### config.mk
export PLATFORM = sky130hd
export DESIGN_NAME = abofs_cfg_looper_flat
export DESIGN_NICKNAME = d
export VERILOG_FILES = /design/src/rtl/abofs_cfg_looper_if.sv /design/src/rtl/abofs_cfg_looper.sv /design/src/flat_wrapper.sv
export SDC_FILE = /design/constraint.sdc
export NUM_CORES = 1
export LEC_CHECK = 0
export ABC_AREA = 1
export CAP_MARGIN = 30
export CORE_AREA = 2 2 155 157
export CTS_CLUSTER_DIAMETER = 50
export DETAILED_ROUTE_END_ITERATION = 16
export DIE_AREA = 0 0 157 159
export GPL_TIMING_DRIVEN = 1
export PLACE_DENSITY = 0.67
export SYNTH_ARGS = -nofsm -noshare
export SYNTH_HDL_FRONTEND = slang
export SYNTH_SLANG_ARGS = --single-unit
### constraint.sdc
create_clock -name i_clk -period 2.1 [get_ports i_clk]
set_input_delay 0.525 -clock i_clk [delete_from_list [all_inputs] [get_ports i_clk]]
set_output_delay 0.525 -clock i_clk [all_outputs]
set_load 0.01 [all_outputs]
### src/rtl/abofs_cfg_looper_if.sv
// abofs_cfg_looper_if: packet-in / per-config-beat-out bus for abofs_cfg_looper.
// The slave modport is the looper's view; the master modport is the peer side.
interface abofs_cfg_looper_if #(
  parameter int unsigned WBW    = 32,
  parameter int unsigned VDIM   = 2,
  parameter int unsigned CFG_BW = 3
);
  typedef logic [VDIM-1:0][WBW-1:0] ofs_t;

  // upstream packet
  logic              src_rdy;
  logic              src_ack;
  ofs_t              i_bofs;
  ofs_t              i_aofs_beg;
  ofs_t              i_aofs_end;
  logic [CFG_BW-1:0] i_beg;
  logic [CFG_BW-1:0] i_end;

  // downstream beats
  logic              dst_rdy;
  logic              dst_ack;
  logic [CFG_BW-1:0] o_id;
  ofs_t              o_bofs;
  ofs_t              o_aofs_beg;
  ofs_t              o_aofs_end;
  logic              o_islast;
  logic              done_dval;

  modport slave (
    input  src_rdy, i_bofs, i_aofs_beg, i_aofs_end, i_beg, i_end, dst_ack,
    output src_ack, dst_rdy, o_id, o_bofs, o_aofs_beg, o_aofs_end, o_islast, done_dval
  );

  modport master (
    output src_rdy, i_bofs, i_aofs_beg, i_aofs_end, i_beg, i_end, dst_ack,
    input  src_ack, dst_rdy, o_id, o_bofs, o_aofs_beg, o_aofs_end, o_islast, done_dval
  );
endinterface

### src/rtl/abofs_cfg_looper.sv
// abofs_cfg_looper: takes one block packet and emits one beat per config id in
// [beg, end), repeating the packet offsets on every beat.
// Optional macro ABOFS_CFG_LOOPER_OVERLAP_EN: accept the next packet in the same
// cycle the last beat retires (zero bubble). Undefined: accept only while idle.
module abofs_cfg_looper #(
  parameter int unsigned WBW   = 32,
  parameter int unsigned VDIM  = 2,
  parameter int unsigned N_CFG = 4
) (
  input  logic                i_clk,
  input  logic                i_rst,
  abofs_cfg_looper_if.slave   bus
);
  localparam int unsigned CFG_BW = $clog2(N_CFG + 1);
  localparam int unsigned CNT_W  = CFG_BW + 1;

  typedef logic [VDIM-1:0][WBW-1:0] ofs_t;
  typedef enum logic {IDLE, BUSY} state_t;

  state_t            state_q, state_d;
  logic [CFG_BW-1:0] cur_q, cur_d;
  logic [CFG_BW-1:0] end_q, end_d;
  ofs_t              bofs_q, abeg_q, aend_q;
  logic              load;
  logic              busy;
  logic              beat;
  logic              islast;
  logic              nonempty;
  logic              src_ack;
  logic              done;

  // State, id cursor and end register
  always_ff @(posedge i_clk) begin
    if (i_rst) begin
      state_q <= IDLE;
      cur_q   <= '0;
      end_q   <= '0;
    end else begin
      state_q <= state_d;
      cur_q   <= cur_d;
      end_q   <= end_d;
    end
  end

  // Offset copies, loaded only on a non-empty packet accept
  always_ff @(posedge i_clk) begin
    if (i_rst) begin
      bofs_q <= '0;
      abeg_q <= '0;
      aend_q <= '0;
    end else if (load) begin
      bofs_q <= bus.i_bofs;
      abeg_q <= bus.i_aofs_beg;
      aend_q <= bus.i_aofs_end;
    end
  end

  // Next-state, handshake and retire logic
  always_comb begin
    state_d  = state_q;
    cur_d    = cur_q;
    end_d    = end_q;
    load     = 1'b0;
    busy     = (state_q == BUSY);
    // widened compare so end == N_CFG cannot wrap
    islast   = busy && ((CNT_W'(cur_q) + CNT_W'(1)) == CNT_W'(end_q));
    beat     = busy && bus.dst_ack;
    nonempty = (bus.i_beg < bus.i_end);
`ifdef ABOFS_CFG_LOOPER_OVERLAP_EN
    src_ack  = !i_rst && bus.src_rdy && (!busy || (beat && islast));
`else
    src_ack  = !i_rst && bus.src_rdy && !busy;
`endif
    // a last beat and an empty-packet accept in one cycle merge into one pulse
    done     = !i_rst && ((beat && islast) || (src_ack && !nonempty));

    case (state_q)
      IDLE: begin
        if (src_ack && nonempty) begin
          load    = 1'b1;
          state_d = BUSY;
        end
      end
      BUSY: begin
        if (beat) begin
          if (!islast) begin
            cur_d = cur_q + CFG_BW'(1);
          end else begin
            state_d = IDLE;
            if (src_ack && nonempty) begin
              load    = 1'b1;
              state_d = BUSY;
            end
          end
        end
      end
      default: state_d = IDLE;
    endcase

    if (load) begin
      cur_d = bus.i_beg;
      end_d = bus.i_end;
    end
  end

  assign bus.src_ack    = src_ack;
  assign bus.done_dval  = done;
  assign bus.dst_rdy    = busy;
  assign bus.o_id       = cur_q;
  assign bus.o_islast   = islast;
  assign bus.o_bofs     = bofs_q;
  assign bus.o_aofs_beg = abeg_q;
  assign bus.o_aofs_end = aend_q;
endmodule
### src/flat_wrapper.sv
// flat-port wrapper written by rule: the top's interface ports become plain ports
module abofs_cfg_looper_flat 
#(
  parameter int unsigned WBW   = 32,
  parameter int unsigned VDIM  = 2,
  parameter int unsigned N_CFG = 4
)
  (i_clk, i_rst, bus_src_rdy, bus_i_bofs, bus_i_aofs_beg, bus_i_aofs_end, bus_i_beg, bus_i_end, bus_dst_ack, bus_src_ack, bus_dst_rdy, bus_o_id, bus_o_bofs, bus_o_aofs_beg, bus_o_aofs_end, bus_o_islast, bus_done_dval);
  abofs_cfg_looper_if #(.WBW(WBW), .VDIM(VDIM)) bus_i ();
  input  logic i_clk;
  input  logic i_rst;
  input wire logic [$bits(bus_i.src_rdy)-1:0] bus_src_rdy;
  input wire logic [$bits(bus_i.i_bofs)-1:0] bus_i_bofs;
  input wire logic [$bits(bus_i.i_aofs_beg)-1:0] bus_i_aofs_beg;
  input wire logic [$bits(bus_i.i_aofs_end)-1:0] bus_i_aofs_end;
  input wire logic [$bits(bus_i.i_beg)-1:0] bus_i_beg;
  input wire logic [$bits(bus_i.i_end)-1:0] bus_i_end;
  input wire logic [$bits(bus_i.dst_ack)-1:0] bus_dst_ack;
  output wire logic [$bits(bus_i.src_ack)-1:0] bus_src_ack;
  output wire logic [$bits(bus_i.dst_rdy)-1:0] bus_dst_rdy;
  output wire logic [$bits(bus_i.o_id)-1:0] bus_o_id;
  output wire logic [$bits(bus_i.o_bofs)-1:0] bus_o_bofs;
  output wire logic [$bits(bus_i.o_aofs_beg)-1:0] bus_o_aofs_beg;
  output wire logic [$bits(bus_i.o_aofs_end)-1:0] bus_o_aofs_end;
  output wire logic [$bits(bus_i.o_islast)-1:0] bus_o_islast;
  output wire logic [$bits(bus_i.done_dval)-1:0] bus_done_dval;
  assign bus_i.src_rdy = bus_src_rdy;
  assign bus_i.i_bofs = bus_i_bofs;
  assign bus_i.i_aofs_beg = bus_i_aofs_beg;
  assign bus_i.i_aofs_end = bus_i_aofs_end;
  assign bus_i.i_beg = bus_i_beg;
  assign bus_i.i_end = bus_i_end;
  assign bus_i.dst_ack = bus_dst_ack;
  assign bus_src_ack = bus_i.src_ack;
  assign bus_dst_rdy = bus_i.dst_rdy;
  assign bus_o_id = bus_i.o_id;
  assign bus_o_bofs = bus_i.o_bofs;
  assign bus_o_aofs_beg = bus_i.o_aofs_beg;
  assign bus_o_aofs_end = bus_i.o_aofs_end;
  assign bus_o_islast = bus_i.o_islast;
  assign bus_done_dval = bus_i.done_dval;
  abofs_cfg_looper #(.WBW(WBW), .VDIM(VDIM), .N_CFG(N_CFG)) u_core (.i_clk(i_clk), .i_rst(i_rst), .bus(bus_i));
endmodule
==> metrics <==
run status=finished, violations left; failing checks=negative setup slack; commonest non-fill, non-tap cells in the layout=391 x sky130_fd_sc_hd__clkdlybuf4s50_1, 214 x sky130_fd_sc_hd__nand2_1, 196 x sky130_fd_sc_hd__dfxtp_1, 195 x sky130_fd_sc_hd__a21oi_1, 193 x sky130_fd_sc_hd__nand4_1; Die ar.=0.0250 mm^2; VDD IR-drop max=0.505 mV; fin nets=1519; global-route wire length before repair=44100 um; register bit total from synthesis=199; Clock Latency Late Sink=0.43 ns; Max Cap Violations=0; mean cell area of the mapped netlist=8.01 um^2; Synth warnings=0; DRT Pass-1 Iters=5; largest net degree at the start of global routing=109; most common cell after layout, fill and taps aside=sky130_fd_sc_hd__clkdlybuf4s50_1; hold endpoint=u_core.bus.o_aofs_end[39]; portion of the post-synthesis area used by sequential elements=52.0%; Reg-to-Reg Start=u_core.bus.o_id[0]; Final ANT Viol Nets=0; number of CTS-inserted buffers=17; Netlist Area Pre-Place=0.00767 mm^2; die height=159 um; HPWL Detailed=18300 um; clock slew at reported path FFs=0.08 ns; total global routing overflow=0; critical path type=flip-flop to output port; placer congestion estimate=0.783; number of instances on the worst hold path=2; initial antenna violation count=2; H-tree depth reported by CTS=4; Post-Layout Cell Count=1646; Global Route Usage Sum=22.0%; Syn Inst Count=957; # clock sinks=199; crit path max fanout=2; headroom to the max-slew limit=34.3%; Static Leakage=4.41 nW; Reg2Reg Capture Point=u_core.bus.o_id[1]; setup repair after global routing missed its margin=yes; length in cells of the worst reg-to-reg path=15; reg-to-reg setup timing slack=0.05 ns; Core Rows=56; cell at the root of the clock tree=sky130_fd_sc_hd__clkbuf_16; WHS=0.460 ns; net count after synthesis=1162; initial DRC count=535; data required time at the worst endpoint=1.57 ns; number of input and output port buffers inserted=400; Core Region=0.0232 mm^2; Worst-Margin Slew=0.985 ns; TritonCTS clock tree=built; Worst Hold Launch=u_core.bus.o_aofs_end[39]; Crit path arrival time=1.85 ns; Netlist cell types=18; number of global-route vias before repair=7975; source of the critical timing path=u_core.bus.o_id[0]; final count of pins violating max slew=0; IO Count=401; Setup crit end kind=output port; worst min path class=flip-flop to flip-flop; starting utilization of the core area=33.1%; vias post-DR=8449; die outline width=157 um; DRC violation count after routing=0; Syn-to-layout area delta=67.5%; PD cells=702 mW/mm^2; Placed Cells=1608; share of layout cells above drive strength 1=7.77%; Avg WL per Cell=17.7 um; routed via count divided by cell count=5.13; Final Routed Wirelength=29100 um; Final setup violation count=2; count of endpoints failing hold in the final timing report=0; Worst setup SP type=flip-flop; quantity of hold-fixing buffers added after cts=0; setup slack of the critical path after layout=-0.272 ns; final cycle utilization of the critical path=113%; maximum frequency from static timing analysis=0.422 GHz; maximum buffer depth of the clock tree=2; shortest clock period the worst path allows after layout=2.37 ns; number of filler instances in the final layout=2124; worst clock skew=0.0142 ns
==> where the power goes <==
| part | switching (mW) | internal [mW] |
|---|---|---|
| Clock | 1.60 | 1.71 |
| Sequential | 0.0857 | 3.94 |
| Combinational | 0.821 | 0.864 |
==> cell type report <==
class	instances	area (um^2)	share of cell area [%]
multi-input combinational	637	3290	25.6
clock inverter	12	136	1.06
clock buffer	18	439	3.42
sequential	199	3990	31.1
timing repair buffer	445	4530	35.3
tap	319	399	3.11
inverter	14	55.1	0.429
antenna	2	5.00	0.0390
==> synthesized netlist by cell type (all sizes together) <==
master / n / area, um^2
nor3b: 1 / 12.5
a21oi: 198 / 995
ha: 3 / 37.5
clkbuf: 66 / 248
or2: 1 / 6.26
dfxtp: 199 / 3980
buf: 41 / 196
o21ai: 3 / 15.0
nand3: 6 / 35.0
nand2: 222 / 833
nor2: 8 / 30.0
inv: 14 / 52.6
a211oi: 2 / 15.0
nand4: 193 / 1210
==> worst max path at each step <==
stage	end	slack, ns
after CTS	bus_done_dval	-0.25
after global placement	bus_done_dval	-0.90
after floorplan	bus_done_dval	0.02
final	bus_done_dval	-0.27
after detailed placement	bus_done_dval	-0.91
after global routing	bus_done_dval	-0.35
==> metrics by stage <==
stage,total power [mW],area (um^2),setup TNS (ns),setup slack [ns],util (%)
after floorplan,4.78,7670,0,0.0220,-
after global placement,5.75,12100,-122.45,-0.896,52.1
after detailed placement,5.75,12100,-128.07,-0.911,52.1
after CTS,9.10,12800,-0.418,-0.251,55.3
after global routing,9.39,12800,-0.645,-0.355,55.4
final,9.02,12800,-0.511,-0.272,55.4
==> per-layer routing <==
metal / vias to the layer above / part of all wire (%) / wire [um] / GRT usage [%]
met5: - / 0 / 0 / 0
met2: 340 / 48 / 13800 / 36.0
met3: 42 / 8.9 / 2590 / 7.10
li1: 4110 / - / - / -
met1: 3957 / 41 / 11900 / 27.2
met4: 0 / 2.5 / 715 / 7.63
==> worst max-delay path, stage by stage, from the launching register on <==
cell                      delay, ns
sky130_fd_sc_hd__dfxtp_2       0.34
sky130_fd_sc_hd__ha_4          0.28
sky130_fd_sc_hd__inv_4         0.04
sky130_fd_sc_hd__nand2_2       0.05
sky130_fd_sc_hd__nand2_2       0.06
sky130_fd_sc_hd__nor2_2        0.13
sky130_fd_sc_hd__nand3_2       0.10
sky130_fd_sc_hd__inv_2         0.08
sky130_fd_sc_hd__nand2_2       0.06
sky130_fd_sc_hd__a21oi_2       0.12
sky130_fd_sc_hd__buf_2         0.15
==> logic make-up after synthesis <==
kind of cell / after synthesis / share of synthesized area (%)
fa+ha+maj: 3 / 0.490
buf+inv: 121 / 6.48
simple gates: 431 / 27.7
flops: 199 / 52.0
compound gates: 203 / 13.4
==> flip-flops by register name (all words and copies together) (netlist names) <==
register,cells
u_core.bus.dst_rdy,1
u_core.bus.o_aofs_beg,64
u_core.bus.o_aofs_end,64
u_core.bus.o_bofs,64
u_core.bus.o_id,3
u_core.end_q,3
==> what timing repair did <==
item | in CTS | in global routing
pin swaps | 5 | 4
cloned | 1 | 0
gates resized for setup | 40 | 10
setup buffers | 8 | 1
endpoints found under the setup margin | 196 | 9
Power figures use the tool's default switching activity.
